===== src/rtl/adder_pkg.sv =====
// Shared definitions for the shared-adder arbiter: op codes, FSM states, flag bundle.
package adder_pkg;

   localparam int DATA_W = 8;

   localparam logic [1:0] OP_ADD = 2'b00;
   localparam logic [1:0] OP_SUB = 2'b01;
   localparam logic [1:0] OP_RSV = 2'b10;
   localparam logic [1:0] OP_NEG = 2'b11;

   typedef enum logic [1:0] {
      IDLE = 2'd0,
      EXEC = 2'd1,
      RESP = 2'd2
   } state_e;

   typedef struct packed {
      logic carry;
      logic eq;
      logic gt;
      logic lt;
      logic err;
   } rsp_flags_t;

endpackage


===== src/rtl/adder.sv =====
// 8-bit add/sub/negate unit with carry and unsigned compare flags; purely combinational.
module adder
   import adder_pkg::*;
(
   input  logic [DATA_W-1:0] a,
   input  logic [DATA_W-1:0] b,
   input  logic [1:0]        sel,
   output logic [DATA_W-1:0] adder_out,
   output rsp_flags_t        flags
);

   logic [DATA_W:0] sum_wide;

   assign sum_wide = {1'b0, a} + {1'b0, b};

   // Select the result by op code; compare flags always reflect A and B, carry only for add.
   always_comb begin
      adder_out   = '0;
      flags       = '0;
      flags.eq    = (a == b);
      flags.gt    = (a > b);
      flags.lt    = (a < b);
      case (sel)
         OP_ADD: begin
            adder_out   = sum_wide[DATA_W-1:0];
            flags.carry = sum_wide[DATA_W];
         end
         OP_SUB: begin
            adder_out = a - b;
         end
         OP_NEG: begin
            adder_out = ~b + 8'd1;
         end
         default: begin
            flags.err = 1'b1;
         end
      endcase
   end

endmodule


===== src/rtl/rr_arbiter.sv =====
// Round-robin grant: first valid requester at or above rr_ptr, wrapping past NUM_REQ-1.
module rr_arbiter #(
   parameter  int NUM_REQ = 2,
   localparam int ID_W    = $clog2(NUM_REQ)
) (
   input  logic [NUM_REQ-1:0] req_valid,
   input  logic [ID_W-1:0]    rr_ptr,
   output logic [NUM_REQ-1:0] grant,
   output logic [ID_W-1:0]    grant_idx,
   output logic               grant_valid
);

   logic [ID_W:0]   cand;
   logic [ID_W-1:0] cand_idx;

   // Walk the requesters starting at rr_ptr and take the first one that is valid.
   always_comb begin
      grant       = '0;
      grant_idx   = '0;
      grant_valid = 1'b0;
      cand        = '0;
      cand_idx    = '0;
      for (int k = 0; k < NUM_REQ; k++) begin
         cand = {1'b0, rr_ptr} + (ID_W+1)'(k);
         if (cand >= (ID_W+1)'(NUM_REQ)) begin
            cand = cand - (ID_W+1)'(NUM_REQ);
         end
         cand_idx = cand[ID_W-1:0];
         if (!grant_valid && req_valid[cand_idx]) begin
            grant_valid     = 1'b1;
            grant_idx       = cand_idx;
            grant[cand_idx] = 1'b1;
         end
      end
   end

endmodule


===== src/rtl/adder_arbiter.sv =====
// Shares one adder among NUM_REQ valid/ready requesters; results return tagged with the ID.
// Each operation walks IDLE -> EXEC -> RESP, so accept at T gives rsp_valid at T+2.
module adder_arbiter
   import adder_pkg::*;
#(
   parameter  int NUM_REQ = 2,
   localparam int ID_W    = $clog2(NUM_REQ)
) (
   input  logic                  clk,
   input  logic                  rst_n,
   input  logic [NUM_REQ-1:0]    req_valid,
   output logic [NUM_REQ-1:0]    req_ready,
   input  logic [NUM_REQ*8-1:0]  req_a,
   input  logic [NUM_REQ*8-1:0]  req_b,
   input  logic [NUM_REQ*2-1:0]  req_sel,
   output logic                  rsp_valid,
   input  logic                  rsp_ready,
   output logic [ID_W-1:0]       rsp_id,
   output logic [DATA_W-1:0]     rsp_data,
   output logic                  rsp_carry,
   output logic                  rsp_eq,
   output logic                  rsp_gt,
   output logic                  rsp_lt,
   output logic                  rsp_err
);

   state_e            state_q, state_d;
   logic [ID_W-1:0]   rr_ptr_q, rr_ptr_d;
   logic [DATA_W-1:0] op_a_q, op_a_d;
   logic [DATA_W-1:0] op_b_q, op_b_d;
   logic [1:0]        op_sel_q, op_sel_d;
   logic [ID_W-1:0]   op_id_q, op_id_d;
   logic              rsp_valid_q, rsp_valid_d;
   logic [ID_W-1:0]   rsp_id_q, rsp_id_d;
   logic [DATA_W-1:0] rsp_data_q, rsp_data_d;
   rsp_flags_t        rsp_flags_q, rsp_flags_d;

   logic [NUM_REQ-1:0] grant;
   logic [ID_W-1:0]    grant_idx;
   logic               grant_valid;
   logic [DATA_W-1:0]  adder_out;
   rsp_flags_t         adder_flags;

   logic accept;
   logic load_rsp;
   logic rsp_fire;

   rr_arbiter #(.NUM_REQ(NUM_REQ)) u_rr_arbiter (
      .req_valid   (req_valid),
      .rr_ptr      (rr_ptr_q),
      .grant       (grant),
      .grant_idx   (grant_idx),
      .grant_valid (grant_valid)
   );

   adder u_adder (
      .a         (op_a_q),
      .b         (op_b_q),
      .sel       (op_sel_q),
      .adder_out (adder_out),
      .flags     (adder_flags)
   );

   // State register; reset drops any in-flight operation back to IDLE.
   always_ff @(posedge clk or negedge rst_n) begin
      if (!rst_n) begin
         state_q <= IDLE;
      end else begin
         state_q <= state_d;
      end
   end

   // Next-state: leave IDLE on any grant, EXEC always lasts one cycle, RESP waits for rsp_ready.
   always_comb begin
      state_d = state_q;
      case (state_q)
         IDLE: begin
            if (grant_valid) begin
               state_d = EXEC;
            end
         end
         EXEC: begin
            state_d = RESP;
         end
         RESP: begin
            if (rsp_ready) begin
               state_d = IDLE;
            end
         end
         default: begin
            state_d = IDLE;
         end
      endcase
   end

   // FSM outputs: ready only toward the granted requester in IDLE, held low while in reset.
   always_comb begin
      req_ready = '0;
      accept    = 1'b0;
      load_rsp  = 1'b0;
      rsp_fire  = 1'b0;
      case (state_q)
         IDLE: begin
            req_ready = rst_n ? grant : '0;
            accept    = grant_valid;
         end
         EXEC: begin
            load_rsp = 1'b1;
         end
         RESP: begin
            rsp_fire = rsp_ready;
         end
         default: begin
            req_ready = '0;
         end
      endcase
   end

   // Datapath next values: latch the winner's operands, capture the adder result, advance rr_ptr.
   always_comb begin
      rr_ptr_d    = rr_ptr_q;
      op_a_d      = op_a_q;
      op_b_d      = op_b_q;
      op_sel_d    = op_sel_q;
      op_id_d     = op_id_q;
      rsp_valid_d = rsp_valid_q;
      rsp_id_d    = rsp_id_q;
      rsp_data_d  = rsp_data_q;
      rsp_flags_d = rsp_flags_q;
      if (accept) begin
         op_id_d = grant_idx;
         for (int i = 0; i < NUM_REQ; i++) begin
            if (grant[i]) begin
               op_a_d   = req_a[8*i +: 8];
               op_b_d   = req_b[8*i +: 8];
               op_sel_d = req_sel[2*i +: 2];
            end
         end
      end
      if (load_rsp) begin
         rsp_valid_d = 1'b1;
         rsp_id_d    = op_id_q;
         rsp_data_d  = adder_out;
         rsp_flags_d = adder_flags;
      end
      if (rsp_fire) begin
         rsp_valid_d = 1'b0;
         rr_ptr_d    = (rsp_id_q == ID_W'(NUM_REQ-1)) ? '0 : rsp_id_q + 1'b1;
      end
   end

   // Datapath registers, all cleared by reset so every output reads zero.
   always_ff @(posedge clk or negedge rst_n) begin
      if (!rst_n) begin
         rr_ptr_q    <= '0;
         op_a_q      <= '0;
         op_b_q      <= '0;
         op_sel_q    <= '0;
         op_id_q     <= '0;
         rsp_valid_q <= 1'b0;
         rsp_id_q    <= '0;
         rsp_data_q  <= '0;
         rsp_flags_q <= '0;
      end else begin
         rr_ptr_q    <= rr_ptr_d;
         op_a_q      <= op_a_d;
         op_b_q      <= op_b_d;
         op_sel_q    <= op_sel_d;
         op_id_q     <= op_id_d;
         rsp_valid_q <= rsp_valid_d;
         rsp_id_q    <= rsp_id_d;
         rsp_data_q  <= rsp_data_d;
         rsp_flags_q <= rsp_flags_d;
      end
   end

   assign rsp_valid = rsp_valid_q;
   assign rsp_id    = rsp_id_q;
   assign rsp_data  = rsp_data_q;
   assign rsp_carry = rsp_flags_q.carry;
   assign rsp_eq    = rsp_flags_q.eq;
   assign rsp_gt    = rsp_flags_q.gt;
   assign rsp_lt    = rsp_flags_q.lt;
   assign rsp_err   = rsp_flags_q.err;

endmodule


===== config.mk =====
export PLATFORM = sky130hd
export DESIGN_NAME = adder_arbiter
export DESIGN_NICKNAME = d
export VERILOG_FILES = /design/src/rtl/adder_pkg.sv /design/src/rtl/adder.sv /design/src/rtl/rr_arbiter.sv /design/src/rtl/adder_arbiter.sv
export SDC_FILE = /design/constraint.sdc
export NUM_CORES = 1
export LEC_CHECK = 0
export CORE_MARGIN = 4
export CORE_UTILIZATION = 54
export DETAILED_ROUTE_END_ITERATION = 7
export GPL_TIMING_DRIVEN = 1
export PLACE_DENSITY = 0.86
export SYNTH_ARGS = -nofsm -noshare
export SYNTH_HDL_FRONTEND = slang
export SYNTH_SLANG_ARGS = --single-unit
export TNS_END_PERCENT = 5

===== constraint.sdc =====
create_clock -name clk -period 4.5 [get_ports clk]
set_input_delay 0.45 -clock clk [delete_from_list [all_inputs] [get_ports clk]]
set_output_delay 0.45 -clock clk [all_outputs]
set_load 0.005 [all_outputs]

==> reports/results.ini, run 1 <==
[power]
p_sw_mw = 1.065
power_frac_comb_pct = 59.2
seq_power_share_pct = 28.3
swShare_pct = 44.59
ir_worst_vdd_uv = 375.5
clkPwrFrac_pct = 12.5
powerDensity_mw_per_mm2 = 761.0
leakage_nw = 1.411
p_int_mw = 1.323

[floorplan]
coreArea_sq_mm = 0.004354
start_util_pct = 55.78
rows = 24
die_y_um = 75.06
ios = 58
die_x_um = 75.06
die_area_sq_mm = 0.005634

[clock_tree]
cts_inserted_buffers = 5
cts_root_buf = clkbuf_8
cts_hold_buf = 0
htree_levels = 2
clk_pin_slew_ns = 0.07
cts_sinks = 37
cts.repair.resized = 0
clk_latency_ns = 0.29
clk_path_buf_depth = 2
cts_tree = built
cts_setup_buffers = 0

[timing]
rsz0062_at_grt = false
finalWorstSetupSlack_ns = 1.807
setup_violations = 0
fin_worst_skew_ns = 0.004560
fmax_ghz = 0.3714
slew-limit-headroom_pct = 25.00
worst-slew-pin-transition_ns = 1.125
fin_tns_setup_ns = 0
hold_violations = 0
slew_violations = 0
period_share_pct = 59.84
fin_crit_ns = 2.693

[synth]
synth-seq-cells = 37
synth_ff_type = dfrtp_1
synth-edff-count = 0
synth-async-reset-ratio_pct = 100.0
synth_nets = 335
ys_warn_count = 0
synthCells = 274
synth_area_sq_mm = 0.002429
syn_area_per_cell_sq_um = 8.863
ys_seq_area_share_pct = 38.12
ys_types = 42

[critical_path]
crit_chain = clkdlybuf4s50_1 > buf_4 > nand2_1 > a211oi_1 > clkdlybuf4s50_1
timing_worst_setup_path_type = in -> out
slowest_stage = clkdlybuf4s50_1
cp_top_family = buffers and inverters
cp_max_fo = 38
arrival_ns = 2.24
crit_path_start_kind = primary input
required_ns = 4.05
crit_path_frequent_cell = clkdlybuf4s50_1
max_stage_delay_ns = 0.54
end_kind = output port
path_buf_inv = 3

[route]
wl_met3_um = 265
met1_length_um = 2399
drcViolationCount = 0
top_layer = met4
dr_total_vias = 2113
drtPass1Iterations = 4
drtAntennaViolNets = 0
routed_wl_um = 5464
met2_length_um = 2742
viasPerCell = 5.575
drt_iter0_markers = 112
wl_per_cell_um = 14.42

[place]
placed_cell_area_sq_mm = 0.003020
numPortBuffers = 57
gp_congestion = 0.9105
place_ws_ns = 1.781
hpwlAfterDp_um = 4158

[finish]
final-seq-area_sq_um = 925.9
final_common_cell = clkdlybuf4s50_1
syn_to_final_growth_pct = 29.16
drive_gt1_share_pct = 3.364
nNetsFinal = 387
multi_input_area_sq_mm = 0.001376
final_cell_mix = 57 x clkdlybuf4s50_1, 37 x a21oi_1, 37 x dfrtp_1, 35 x nor2_1
final_area_sq_mm = 0.003137
n_antenna_cell = 0
nFillCells = 338

[status]
status = completed

[flow_run]
cap_violations = 0

[global_route]
grt-ovfl-total = 0
grt_pass1_wl_um = 9177
grtUsageTotal_pct = 21.35
grt_max_degree = 39
grt_pass1_vias = 1966
antenna_found_initial = 0

[hold_path]
hp-class = reg -> reg

[synthesized netlist by cell type (3+ instances only)]
| library cell | number | share of area, % |
|---|---|---|
| nor3_1 | 6 | 1.2 |
| o21ai_0 | 9 | 1.9 |
| dfrtp_1 | 37 | 38 |
| nand2_1 | 18 | 2.8 |
| o31ai_1 | 3 | 0.93 |
| a21oi_1 | 37 | 7.6 |
| nor2_1 | 35 | 5.4 |
| inv_1 | 18 | 2.8 |
| nand3_1 | 5 | 1.0 |
| nor2b_1 | 3 | 0.77 |
| o221ai_1 | 3 | 1.1 |
| xor2_1 | 4 | 1.4 |
| buf_1 | 3 | 0.46 |
| mux2i_1 | 18 | 7.4 |
| clkbuf_1 | 8 | 1.2 |
| nand2b_1 | 4 | 1.0 |
| ha_1 | 18 | 9.3 |
| xnor2_1 | 9 | 3.2 |
| a211oi_1 | 4 | 1.2 |
| o21ai_1 | 3 | 0.62 |
[final timing paths]
| check | start | end | slack, ns | depth (start not counted) |
|---|---|---|---|---|
| max | rst_n | req_ready[0] | 1.81 | 5 |
| min | rsp_data[0] | rsp_data[0] | 0.48 | 2 |
| max reg2reg | op_b_q[0] | rsp_data[6] | 1.98 | 9 |
| min reg2reg | rsp_data[0] | rsp_data[0] | 0.48 | 2 |
| max in group asynchronous | rst_n | rsp_eq | 3.59 | 2 |
| min in group asynchronous | rst_n | op_b_q[3] | 0.57 | 2 |
[worst min-delay path, cell delays in order, from the launching register on]
cell and delay, ns:
dfrtp_1 0.34, nand2_1 0.05, o21ai_0 0.06
[power by group through the flow]
stage	Combinational, mW	Clock (mW)	Sequential [mW]
global route	1.59	0.315	0.702
global placement	1.36	0	0.669
CTS	1.41	0.300	0.674
floorplan	1.06	0	0.615
detailed placement	1.38	0	0.680
finish	1.41	0.299	0.675
[per-stage QoR]
stage                     std cells  power (mW)  hold slack, ns  util [%]
after global placement          371       2.025          0.4503     69.37
after CTS                       379       2.380          0.4862     72.04
after floorplan                 274       1.672          0.1544         -
final                           379       2.387          0.4786     72.04
after global routing            379       2.605          0.4932     72.04
after detailed placement        371       2.064          0.4700     69.37
[per-layer routing]
layer,up-vias,global-route usage [%]
met5,-,0
met4,0,5.336
met3,6,4.005
met2,56,36.94
met1,994,27.46
li1,1057,-
[registers in the layout (all words and copies together), names as in the netlist, 2 cells and up]
signal    count
op_a_q        8
state_q       2
op_sel_q      2
rsp_data      8
op_b_q        8
[cells by family (layout without fill, tap and decap cells)]
family	after synthesis	count (layout)	share of synthesized area [%]
and+or+nand+nor	82	82	15.46
AOI/OAI and AO/OA	72	72	18.03
DFF	37	37	38.12
buffers and inverters	32	85	5.358
adders and majority gates	20	20	10.92
muxes	18	18	7.419
xor gates and xnor gates	13	13	4.688
[cell type report]
type / count / share of cell area (%)
repair buffers: 59 / 18.67
multi-input cells: 205 / 43.88
flip-flops and latches: 37 / 29.52
clock inverters: 1 / 0.9573
inverters: 18 / 2.154
well taps: 52 / 2.074
clock buffers: 7 / 2.752
Power figures use the tool's default switching activity.
==> inputs of run 2 (changes only) <==
--- a/config.mk
+++ b/config.mk
@@ -6,10 +6,10 @@
 export NUM_CORES = 1
 export LEC_CHECK = 0
 export CORE_MARGIN = 4
-export CORE_UTILIZATION = 54
+export CORE_UTILIZATION = 50
 export DETAILED_ROUTE_END_ITERATION = 7
 export GPL_TIMING_DRIVEN = 1
-export PLACE_DENSITY = 0.86
+export PLACE_DENSITY = 0.8
 export SYNTH_ARGS = -nofsm -noshare
 export SYNTH_HDL_FRONTEND = slang
 export SYNTH_SLANG_ARGS = --single-unit
==> constraint.sdc (replaced) <==
create_clock -name clk -period 2.7 [get_ports clk]
set_input_delay 0.27 -clock clk [delete_from_list [all_inputs] [get_ports clk]]
set_output_delay 0.27 -clock clk [all_outputs]
set_load 0.005 [all_outputs]
==> run 2 against run 1 <==
Effect of this change: core utilization is 4.4 points lower; combinational power rose by 72%; first-iteration DRC count shrank 8.0%; global-route usage is 2.3 points lower; total power grew 71%; worst setup slack got worse by 1.6 ns; hold slack worse by 0.061 ns; clock power increased by 91%; via count grew 0.28%.
==> reports/results.ini, run 2 (same netlist as run 1, synthesis figures left out) <==
[status]
status = completed

[floorplan]
start_util_pct = 51.42
die_area_sq_mm = 0.006037
die_x_um = 77.70
coreArea_sq_mm = 0.004723
rows = 25
die_y_um = 77.70
ios = 58

[place]
numPortBuffers = 57
hpwlAfterDp_um = 4360
gp_congestion = 0.8723
place_ws_ns = 0.2844

[global_route]
grt_pass1_vias = 2025
grt_max_degree = 39
grtUsageTotal_pct = 19.04
grt_pass1_wl_um = 9177
grt-ovfl-total = 0
antenna_found_initial = 0

[timing]
finalWorstSetupSlack_ns = 0.2279
rsz0062_at_grt = false
fin_worst_skew_ns = 0.006703
slew_violations = 0
fmax_ghz = 0.4045
worst-slew-pin-transition_ns = 0.6611
fin_tns_setup_ns = 0
slew-limit-headroom_pct = 55.93
whs_ns = 0.4178
hold_violations = 0
fin_crit_ns = 2.472
setup_violations = 0
period_share_pct = 91.56

[clock_tree]
cts_root_buf = clkbuf_8
clk_path_buf_depth = 2
cts.repair.resized = 0
cts_inserted_buffers = 5
clk_latency_ns = 0.30
cts_setup_buffers = 0
clk_pin_slew_ns = 0.08
cts_tree = built
htree_levels = 2
cts_hold_buf = 0
cts_sinks = 37

[finish]
nNetsFinal = 390
nFillCells = 396
final_common_cell = clkdlybuf4s50_1
final_cell_mix = 57 x clkdlybuf4s50_1, 37 x a21oi_1, 37 x dfrtp_1, 35 x nor2_1
n_antenna_cell = 0
syn_to_final_growth_pct = 31.58
drive_gt1_share_pct = 4.545

[critical_path]
cp_max_fo = 8
slowest_stage = dfrtp_1
max_stage_delay_ns = 0.48
crit_path_start_kind = flop
timing_worst_setup_path_type = reg -> reg
worstRegToRegCells = 9
end_kind = flop
crit_chain = ha_1 > inv_1 > fa_1 > o21ba_1 > or4_1 > o211a_1 > o2bb2ai_2 > xor2_1 > o221ai_1
arrival_ns = 2.64
required_ns = 2.87

[route]
wl_per_cell_um = 14.12
drt_iter0_markers = 103
routed_wl_um = 5606
dr_total_vias = 2119
drcViolationCount = 0
drtPass1Iterations = 4
viasPerCell = 5.338
drtAntennaViolNets = 0

[flow_run]
cap_violations = 0

[power]
powerDensity_mw_per_mm2 = 1275
ir_worst_vdd_uv = 503.6
leakage_nw = 1.435

[hold_path]
hp-class = in -> async

-- run 2: path summary, 6_finish.rpt --
kind | from | endpoint | slack (ns)
max reg2reg | op_b_q[0] | rsp_data[6] | 0.23
min in group clk | rsp_lt | rsp_lt | 0.48
max | op_b_q[0] | rsp_data[6] | 0.23
min reg2reg | rsp_lt | rsp_lt | 0.48
min | rst_n | rr_ptr_q | 0.42
max in group asynchronous | rst_n | op_a_q[0] | 1.94
-- run 2: layout make-up --
| type | instances | area (sq um) | area share [%] |
|---|---|---|---|
| clock inverters | 3 | 65.06 | 2.036 |
| multi-input cells | 205 | 1376 | 43.07 |
| repair buffers | 62 | 608.1 | 19.03 |
| well taps | 67 | 83.83 | 2.623 |
| inverters | 18 | 67.56 | 2.114 |
| flip-flops and latches | 37 | 925.9 | 28.97 |
| clock buffers | 5 | 68.82 | 2.153 |
-- run 2: per-stage QoR --
stage          utilization (%)  cells  area, sq um  power [mW]
6_report                 67.66    397         3196       4.075
5_1_grt                  67.66    397         3196       4.433
4_1_cts                  67.66    397         3196       4.071
3_5_place_dp             64.82    389         3062       3.476
3_3_place_gp             64.82    389         3062       3.431
2_1_floorplan                -    274         2429       2.787
-- run 2: per-layer routing --
metal / share of wire, % / up-vias / global-route usage (%) / routed length (um)
met4: 1.9 / 0 / 6.050 / 109
met3: 6.3 / 12 / 4.756 / 353
li1: - / 1062 / - / -
met1: 44 / 962 / 23.29 / 2442
met5: 0 / - / 0 / 0
met2: 48 / 83 / 32.71 / 2701
-- run 2: worst max-delay path: cells and delay by family (launching register included) --
family | cells | cell delay, ns
adders and majority gates | 2 | 0.60
DFF | 1 | 0.48
and+or+nand+nor | 1 | 0.40
AOI/OAI and AO/OA | 4 | 0.66
buffers and inverters | 1 | 0.06
xor gates and xnor gates | 1 | 0.16
-- run 2: power by group --
part / switching [mW] / internal [mW] / total, mW
Clock: 0.205 / 0.367 / 0.572
Combinational: 1.31 / 1.11 / 2.42
Sequential: 0.261 / 0.820 / 1.08
Total: 1.78 / 2.30 / 4.08
